===== src/rtl/fetch_unit.sv =====
`default_nettype none
// ============================================================================
// Module   : fetch_unit
// Purpose  : Sequential instruction fetch with a credit-limited buffer toward
//            decode and a redirect flush that discards stale responses.
//            Optional macro FETCH_PREDECODE_EN adds a predecoded format_o.
// Revision : 1.0
// ============================================================================
module fetch_unit #(
  parameter logic [31:0] RESET_PC   = 32'h0000_0000,
  parameter int          FIFO_DEPTH = 4
) (
  input  logic        clk_i,
  input  logic        rst_ni,
  input  logic        redirect_i,
  input  logic [31:0] redirect_pc_i,
  output logic        imem_req_o,
  output logic [31:0] imem_addr_o,
  input  logic        imem_gnt_i,
  input  logic        imem_rvalid_i,
  input  logic [31:0] imem_rdata_i,
  output logic        instr_valid_o,
  input  logic        instr_ready_i,
  output logic [31:0] instr_o,
`ifdef FETCH_PREDECODE_EN
  output logic [2:0]  format_o,
`endif
  output logic [31:0] pc_o
);

  localparam int AW = $clog2(FIFO_DEPTH);
  localparam int CW = AW + 1;
  localparam logic [CW-1:0] c_DEPTH = CW'(FIFO_DEPTH);

  logic [31:0]   r_pc, r_resp_pc;
  logic [AW-1:0] r_wr_ptr, r_rd_ptr;
  logic [CW-1:0] r_count, r_outstanding, r_discard;
  logic [31:0]   r_instr_mem [FIFO_DEPTH];
  logic [31:0]   r_pc_mem    [FIFO_DEPTH];

  logic [CW:0]   w_inflight;
  logic [31:0]   w_target;
  logic          w_fire, w_rsp, w_push, w_pop;
  logic          w_unused;

  assign w_target   = {redirect_pc_i[31:2], 2'b00};
  assign w_unused   = &{1'b0, redirect_pc_i[1:0]};
  assign w_inflight = {1'b0, r_count} + {1'b0, r_outstanding};

  // Requests are only issued while a FIFO slot is reserved for the response.
  assign imem_req_o    = rst_ni && !redirect_i && (w_inflight < {1'b0, c_DEPTH});
  assign imem_addr_o   = r_pc;
  assign w_fire        = imem_req_o && imem_gnt_i;
  assign w_rsp         = imem_rvalid_i && (r_outstanding != '0);
  assign w_push        = w_rsp && !redirect_i && (r_discard == '0);
  assign instr_valid_o = (r_count != '0) && !redirect_i;
  assign w_pop         = instr_valid_o && instr_ready_i;
  assign instr_o       = r_instr_mem[r_rd_ptr];
  assign pc_o          = r_pc_mem[r_rd_ptr];

`ifdef FETCH_PREDECODE_EN
  // Encoding mirrors core::formats_t.
  localparam logic [2:0] c_R_FORMAT = 3'd0;
  localparam logic [2:0] c_I_FORMAT = 3'd1;
  localparam logic [2:0] c_S_FORMAT = 3'd2;
  localparam logic [2:0] c_U_FORMAT = 3'd4;

  logic [2:0] r_fmt_mem [FIFO_DEPTH];
  logic [2:0] w_fmt;

  always_comb begin
    w_fmt = c_R_FORMAT;
    case (imem_rdata_i[6:0])
      7'b0010011, 7'b0000011, 7'b1100111: w_fmt = c_I_FORMAT;
      7'b0100011:                         w_fmt = c_S_FORMAT;
      7'b0110111, 7'b0010111:             w_fmt = c_U_FORMAT;
      default:                            w_fmt = c_R_FORMAT;
    endcase
  end

  always_ff @(posedge clk_i) begin
    if (!rst_ni) begin
      for (int i = 0; i < FIFO_DEPTH; i++) r_fmt_mem[i] <= c_R_FORMAT;
    end else if (w_push) begin
      r_fmt_mem[r_wr_ptr] <= w_fmt;
    end
  end

  assign format_o = r_fmt_mem[r_rd_ptr];
`endif

  always_ff @(posedge clk_i) begin
    if (!rst_ni) begin
      r_pc          <= RESET_PC;
      r_resp_pc     <= RESET_PC;
      r_wr_ptr      <= '0;
      r_rd_ptr      <= '0;
      r_count       <= '0;
      r_outstanding <= '0;
      r_discard     <= '0;
      for (int i = 0; i < FIFO_DEPTH; i++) begin
        r_instr_mem[i] <= '0;
        r_pc_mem[i]    <= '0;
      end
    end else if (redirect_i) begin
      // Everything still in flight, including a response landing now, is stale.
      r_pc          <= w_target;
      r_resp_pc     <= w_target;
      r_wr_ptr      <= '0;
      r_rd_ptr      <= '0;
      r_count       <= '0;
      r_discard     <= r_outstanding - CW'(w_rsp);
      r_outstanding <= r_outstanding - CW'(w_rsp);
    end else begin
      if (w_fire) r_pc <= r_pc + 32'd4;
      if (w_push) begin
        r_instr_mem[r_wr_ptr] <= imem_rdata_i;
        r_pc_mem[r_wr_ptr]    <= r_resp_pc;
        r_wr_ptr              <= r_wr_ptr + AW'(1);
        r_resp_pc             <= r_resp_pc + 32'd4;
      end
      if (w_pop) r_rd_ptr <= r_rd_ptr + AW'(1);
      r_count       <= r_count + CW'(w_push) - CW'(w_pop);
      r_outstanding <= r_outstanding + CW'(w_fire) - CW'(w_rsp);
      if (w_rsp && (r_discard != '0)) r_discard <= r_discard - CW'(1);
    end
  end

`ifndef SYNTHESIS
  always @(posedge clk_i) begin
    if (rst_ni) begin
      assert (!(w_push && (r_count == c_DEPTH)));
      assert (!(imem_rvalid_i && (r_outstanding == '0)));
    end
  end
`endif

endmodule
`default_nettype wire


===== config.mk =====
export PLATFORM = sky130hd
export DESIGN_NAME = fetch_unit
export DESIGN_NICKNAME = d
export VERILOG_FILES = /design/src/rtl/fetch_unit.sv
export SDC_FILE = /design/constraint.sdc
export NUM_CORES = 1
export LEC_CHECK = 0
export CORE_UTILIZATION = 25
export DETAILED_ROUTE_END_ITERATION = 10
export PLACE_DENSITY = 0.45
export SETUP_SLACK_MARGIN = 0.1
export SLEW_MARGIN = 5
export SYNTH_ARGS = -nofsm -noshare
export SYNTH_HDL_FRONTEND = slang
export SYNTH_SLANG_ARGS = --single-unit

===== constraint.sdc =====
create_clock -name clk_i -period 8.49 [get_ports clk_i]
set_input_delay 1.698 -clock clk_i [delete_from_list [all_inputs] [get_ports clk_i]]
set_output_delay 1.698 -clock clk_i [all_outputs]
set_load 0.1 [all_outputs]

# Yosys cells after proc, flatten, opt, wreduce, memory -nomap -nowiden
# Memories as Yosys holds them, arrays and structs flattened. A register that Yosys moved wholly into a read port is not among the register bits.
# Index checks and enable logic that the tools add are counted.
# classes
n_shift,0
n_eq_ne,0
mul,0
bitwise,1
n_reduce_logical,20
muxes,22
n_addsub,11
div_mod_pow,0
n_lt_le_gt_ge,1
# ops
cell,n
two-way mux 32 bit,6
"adder 32 x 3 -> 32 bit, second input constant",2
OR reduction 32 bit,2
two-way mux 2 bit,6
logical AND 1 bit,9
two-way mux 3 bit,3
nonzero test 3 bit,3
subtractor 3 x 1 -> 3 bit,3
two-way mux 1 bit,7
adder 3 x 1 -> 3 bit,2
nonzero test 2 bit,3
"adder 2 x 1 -> 2 bit, second input constant",2
adder 3 x 3 -> 4 bit,1
"less-than comparator 4 x 3 -> 1 bit, second input constant",1
logical NOT 3 bit,1
"subtractor 3 x 1 -> 3 bit, second input constant",1
OR reduction 2 bit,1
logical NOT 1 bit,1
NOT 1 bit,1
# word_totals
wordCells,66
romBits,0
latchBits,0
mem_bits_rw,256
n_memories,2
in_bits,70
output_inout_bits,98
reg_bits,77
# mem_list
name,depth,width,read_ports,rd_ports_with_merged_regs,write_ports,line_no,text
r_instr_mem,4,32,1,1,4,38,logic [31:0] r_instr_mem [FIFO_DEPTH];
r_pc_mem,4,32,1,1,4,39,logic [31:0] r_pc_mem [FIFO_DEPTH];

# Logic depth before layout (Yosys ltp)
# Gate-level depths: netlist of the first run.
# logic_depth
depth_word,10
mapped_depth,14
ltp_nobuf,12

# Least setup slack after synthesis of the first run
# No wires, ideal clock.
# synth_path
path_kind,input port to flip-flop
start,in imem_rvalid_i
end,mem r_instr_mem[0][0] (enable)
setup_time_ns,0.574
path_buffers,1
arrival_ns,7.081
t_required_ns,7.916
stages,5
slack_ns,0.835
path_cell_list,nand3b_1 > nor2_1 > clkbuf_1 > nand2_1 > o31ai_1
# synth_rtl
item,line_no,text
start: declaration,20,"input logic imem_rvalid_i,"
end: declaration,38,

# Worst setup path in the final report of the first run
# layout_path
start,in redirect_i
end,out imem_req_o
# layout_via
elab_chain_cells,3
# layout_rtl
item,line_no,text
start: declaration,15,"input logic redirect_i,"
logical NOT 1 bit,51,"assign imem_req_o = rst_ni && !redirect_i && (w_inflight < {1'b0, c_DEPTH});"
logical AND 1 bit (2 in a row),51,
end: declaration,17,"output logic imem_req_o,"
# Every way passes these cells.

==> impl_metrics.json, run 1 <==
{
  "antenna_found_initial": 0,
  "cts_sinks": 323,
  "viasPerCell": 4.58,
  "cts_resized": 0,
  "fin_crit_ps": 5480,
  "seq_area_frac_synth": 0.606,
  "overflow": 0,
  "fmax_ghz": 0.182,
  "use_met3": 0.0326,
  "worstMarginPinSlew_ps": 1120,
  "cts_tree": "done",
  "pin_count": 168,
  "cts_setup_buffers": 0,
  "core_region_area_mm2": 0.0580,
  "clk_latency_ps": 540,
  "drc": 0,
  "dr.pass1.iters": 4,
  "cp_top_family": "buffers and inverters",
  "ys_top_cells_by_count": "edfxtp_1 (248), and2_1 (183), dfxtp_1 (75)",
  "place_congestion": 0.771,
  "end_kind": "output port",
  "syn_to_final_growth_pct": 25.2,
  "hold_viol": 0,
  "async_flop_share": 0,
  "cts_max_path_buffers": 3,
  "period_share": 0.645,
  "cp_num_buf_inv": 2,
  "worstReg2RegStart": "r_discard[0]",
  "holdCritStartpoint": "imem_addr_o[16]",
  "cp.required_ps": 6790,
  "powerDensity_mw_per_mm2": 239,
  "finClkSkew_ps": 17.8,
  "wire_per_inst_um": 20.2,
  "ant_nets": 0,
  "switching_share": 0.320,
  "setup_violations": 0,
  "dpl.hpwl_mm": 25.1,
  "grt_max_degree": 63,
  "cts_root_buffer": "clkbuf_16",
  "synth-seq-cells": 323,
  "start_util": 0.254,
  "hp-class": "reg -> reg",
  "critical-path-slowest-cell": "clkdlybuf4s50_1",
  "numCtsBuffers": 41,
  "wl_mm": 41.9,
  "grt.busiest_layer": "met2",
  "slew_headroom": 0.252,
  "synth_area_leader_cell": "edfxtp_1",
  "ctsHtreeMaxLevel": 2,
  "p_sw_mw": 1.41,
  "crit_type": "in -> out",
  "grt_pass1_vias": 10100,
  "use_met2": 0.228,
  "slowest_delay_ps": 1130,
  "die_height_um": 245,
  "p_leak_nw": 6.51,
  "synth.most_common_cell": "edfxtp_1",
  "ys.flop_type": "edfxtp_1",
  "pwr-share-comb": 0.208,
  "grt_util_met1": 0.188,
  "yosysWarnings": 0,
  "antenna_cells": 0,
  "rsz0062_at_grt": "false",
  "ys_types": 59,
  "synth_area_mm2": 0.0148,
  "worstPathArrival_ps": 3780,
  "p_seq_frac": 0.429,
  "fin_setup_tns_ps": 0,
  "critPathLaunchType": "input port",
  "ys_top_cells_by_area": "edfxtp_1 (50%), dfxtp_1 (10%), mux4_2 (9.5%), and2_1 (7.8%), and3_1 (2.8%)",
  "regToRegSetupSlack_ps": 4810,
  "drtIter0Drc": 509,
  "dieArea_mm2": 0.0600,
  "grtUsageTotal": 0.141,
  "drv_slew": 0,
  "die_w_um": 245,
  "path_cells": "clkdlybuf4s50_1 -> nor4b_1 -> and2_1 -> clkdlybuf4s50_1",
  "grt_first_pass_wirelength_mm": 63.4,
  "nets": 1356,
  "cts_hold_buf": 0,
  "numPortBuffers": 161,
  "path_clk_slew_ps": 50,
  "holdWs_ps": 532,
  "p_clk_frac": 0.362,
  "rows": 88,
  "num_vias": 9471,
  "synth_edf_count": 248,
  "critPathMostFrequentCell": "clkdlybuf4s50_1",
  "drv_cap": 0,
  "outcome": "completed",
  "p_int_mw": 3.00,
  "syn_inst": 1127,
  "worst-path-max-fanout": 2,
  "syn-mean-instance-area_um2": 13.1,
  "max-vdd-ir-drop_v": 0.000113,
  "cp-startpoint": "redirect_i",
  "synth_top_area_share": 0.505,
  "final_layout_size_suffix_gt1_frac": 0.124
}
sequential cells by signal, summed over array words and instances, names as in the netlist, 3 cells and up, named ones only:
name,count
r_instr_mem,128
r_pc_mem,120
imem_addr_o,30
r_discard,3
r_resp_pc,30
r_count,3
r_outstanding,3
stage by stage:
stage | std cells | setup slack [ps] | utilization | power [mW] | instance area [µm²]
after CTS | 2070 | 2910 | 0.318 | 4.47 | 18500
after global routing | 2070 | 2800 | 0.318 | 4.59 | 18500
after floorplan | 1130 | 835 | - | 2.56 | 14800
final | 2070 | 3010 | 0.318 | 4.41 | 18500
after global placement | 1994 | 3030 | 0.297 | 2.85 | 17200
after detailed placement | 1994 | 3010 | 0.297 | 2.86 | 17200
power by group through the flow:
stage               Sequential (mW)  Clock, mW  Combinational (mW)
global placement               1.92          0               0.930
global route                   1.91       1.70               0.975
detailed placement             1.93          0               0.930
finish                         1.89       1.60               0.918
CTS                            1.90       1.65               0.933
floorplan                      1.97          0               0.591
cells in the final DEF (no fill, tap or decap), types with 39 or more instances in the layout:
master,count
edfxtp_1,248
and2_1,183
clkdlybuf4s50_1,161
dfxtp_1,73
and3_1,67
mux4_2,62
a21oi_1,53
nand2_1,44
clkbuf_16,43
o21ai_0,41
nor2_1,39
per-layer routing:
metal,up-vias,part of all wire,wire [µm]
met3,54,0.054,2280
met2,250,0.47,19500
li1,4464,-,-
met5,-,0,0
met4,0,0.019,788
met1,4703,0.46,19300
path summary, 6_finish.rpt:
kind,to,depth (start not counted)
worst max-delay path,imem_req_o,4
worst min register to register,imem_addr_o[16],2
worst min-delay path,imem_addr_o[16],2
worst max register to register,r_instr_mem[2][10],9
layout make-up:
type	count	area [µm²]
multi-input combinational	704	5480
sequential	323	8960
inverter	21	78.8
clock buffer	56	1120
tap	765	957
clock inverter	20	96.3
timing repair buffer	181	1770
fill	5796	39600
logic make-up after synthesis:
kind of cell | share of synthesized area
simple gates | 0.176
other cells | 0.000254
fa+ha+maj | 0.0129
buf+inv | 0.0282
xor+xnor | 0.0279
flops | 0.606
mux | 0.0983
compound gates | 0.0502
worst register-to-register path, delay by kind of cell (launching register included):
kind	cells	cell delay, ps
flops	1	300
buf+inv	3	1040
fa+ha+maj	1	200
simple gates	5	1790
(Power assumes the default switching activity.)
==> run 2, diff against run 1 <==
--- a/config.mk
+++ b/config.mk
@@ -7,7 +7,7 @@
 export LEC_CHECK = 0
 export CORE_UTILIZATION = 25
 export DETAILED_ROUTE_END_ITERATION = 10
-export PLACE_DENSITY = 0.45
+export PLACE_DENSITY = 0.46
 export SETUP_SLACK_MARGIN = 0.1
 export SLEW_MARGIN = 5
 export SYNTH_ARGS = -nofsm -noshare
==> constraint.sdc (replaced) <==
create_clock -name clk_i -period 4.7 [get_ports clk_i]
set_input_delay 0.94 -clock clk_i [delete_from_list [all_inputs] [get_ports clk_i]]
set_output_delay 0.94 -clock clk_i [all_outputs]
set_load 0.1 [all_outputs]
==> run 2 against run 1 <==
Sequential cell count is the same; hold slack lost 7.0 ps; core utilization grew 0.31 points.
==> impl_metrics.json, run 2 (synthesis results as in run 1) <==
{
  "grt_first_pass_wirelength_mm": 62.5,
  "dieArea_mm2": 0.0600,
  "cts_tree": "done",
  "cts_hold_buf": 0,
  "final_layout_size_suffix_gt1_frac": 0.149,
  "cts_max_path_buffers": 3,
  "overflow": 0,
  "numCtsBuffers": 39,
  "cts_root_buffer": "clkbuf_16",
  "grtUsageTotal": 0.139,
  "dpl_cell_area_mm2": 0.0174,
  "worstReg2RegStart": "r_outstanding[1]",
  "fillers": 5715,
  "finClkSkew_ps": 28.6,
  "min_to": "imem_addr_o[26]",
  "wire_per_inst_um": 20.0,
  "slew_headroom": 0.309,
  "start_util": 0.254,
  "hold_viol": 0,
  "worstMarginPinSlew_ps": 1030,
  "powerDensity_mw_per_mm2": 437,
  "largestRegisters": "r_instr_mem: 128 flops, r_pc_mem: 120 flops",
  "ant_nets": 0,
  "ctsHtreeMaxLevel": 2,
  "wl_mm": 41.6,
  "largest_reg_flops": 128,
  "drv_slew": 0,
  "worstPathArrival_ps": 3060,
  "cts_sinks": 323,
  "cp.required_ps": 3760,
  "rows": 88,
  "cts_setup_buffers": 0,
  "path_cells": "buf_12 -> mux4_2 -> clkdlybuf4s50_1",
  "reg2reg_to": "r_count[2]",
  "pin_count": 168,
  "critPathLaunchType": "flop",
  "crit_type": "reg -> out",
  "critical-path-slowest-cell": "clkdlybuf4s50_1",
  "path_clk_slew_ps": 60,
  "core_region_area_mm2": 0.0580,
  "max-vdd-ir-drop_v": 0.000232,
  "drtIter0Drc": 626,
  "fin_util": 0.321,
  "regMostFlops": "r_instr_mem",
  "period_share": 0.851,
  "slowest_delay_ps": 990,
  "grt_pass1_vias": 9799,
  "cts_resized": 0,
  "final_common_cell": "edfxtp_1",
  "grt_max_degree": 77,
  "reg2regPathDepth": 10,
  "holdCritStartpoint": "imem_addr_o[26]",
  "drc": 0,
  "syn_to_final_growth_pct": 26.4,
  "regToRegSetupSlack_ps": 1890,
  "drv_cap": 0,
  "worst-path-max-fanout": 29,
  "dpl.hpwl_mm": 25.5,
  "num_vias": 9444,
  "nets": 1363,
  "clk_latency_ps": 560,
  "antenna_found_initial": 0,
  "rsz0062_at_grt": "false",
  "die_height_um": 245,
  "numPortBuffers": 161,
  "dr.pass1.iters": 5,
  "outcome": "completed",
  "setup_violations": 0,
  "place_congestion": 0.762,
  "hp-class": "reg -> reg",
  "fin_area_mm2": 0.0186,
  "die_w_um": 245,
  "fin_crit_ps": 4000,
  "holdPathStages": 1,
  "end_kind": "output port",
  "holdWs_ps": 525,
  "viasPerCell": 4.55,
  "fmax_ghz": 0.250,
  "mostFrequentLayoutCells": "edfxtp_1 (248), and2_1 (183), clkdlybuf4s50_1 (138), dfxtp_1 (73), and3_1 (67)",
  "antenna_cells": 0,
  "p_leak_nw": 6.65
}
==> run 2: through the flow <==
stage	worst slack (ps)	std cells	setup TNS, ps	power (mW)
after floorplan	-326	1130	-56820	4.62
after global placement	936	2003	0	5.16
after detailed placement	913	2003	0	5.17
after CTS	591	2074	0	8.27
after global routing	550	2074	0	8.46
final	699	2074	0	8.16
==> run 2: how the worst max path moves through the flow <==
stage | startpoint | end
floorplan | imem_rvalid_i | r_instr_mem[1][0]
global placement | imem_rvalid_i | r_count[2]
detailed placement | imem_rvalid_i | r_count[2]
CTS | flop | pc_o[22]
global route | flop | instr_o[1]
finish | flop | instr_o[1]
==> run 2: critical path: cells and delay by family, from the launching register on <==
kind | cells | cell delay [ps]
DFF | 1 | 590
muxes | 1 | 580
buffers and inverters | 2 | 1320
==> run 2: area by class of cell <==
cell class              count  area [µm²]  share of cell area
clock buffers              51        1040              0.0559
inverters                  21        78.8             0.00423
repair buffers            190        1900               0.102
flip-flops and latches    323        8960               0.480
multi-input cells         704        5480               0.294
clock inverters            20         238              0.0127
well taps                 765         957              0.0513
==> run 2: per-layer routing <==
layer / global-route usage / part of all wire / vias to the layer above
met2: 0.225 / 0.47 / 237
met5: 0 / 0 / -
met1: 0.189 / 0.46 / 4703
li1: - / - / 4464
met3: 0.0257 / 0.050 / 40
met4: 0.0366 / 0.015 / 0
==> run 2: power breakdown <==
part	total, mW	switching (mW)	internal [mW]	leakage (nW)
Clock	3.06	1.22	1.84	0.625
Combinational	1.68	1.22	0.459	2.84
Sequential	3.42	0.127	3.29	3.19
Total	8.16	2.56	5.59	6.65
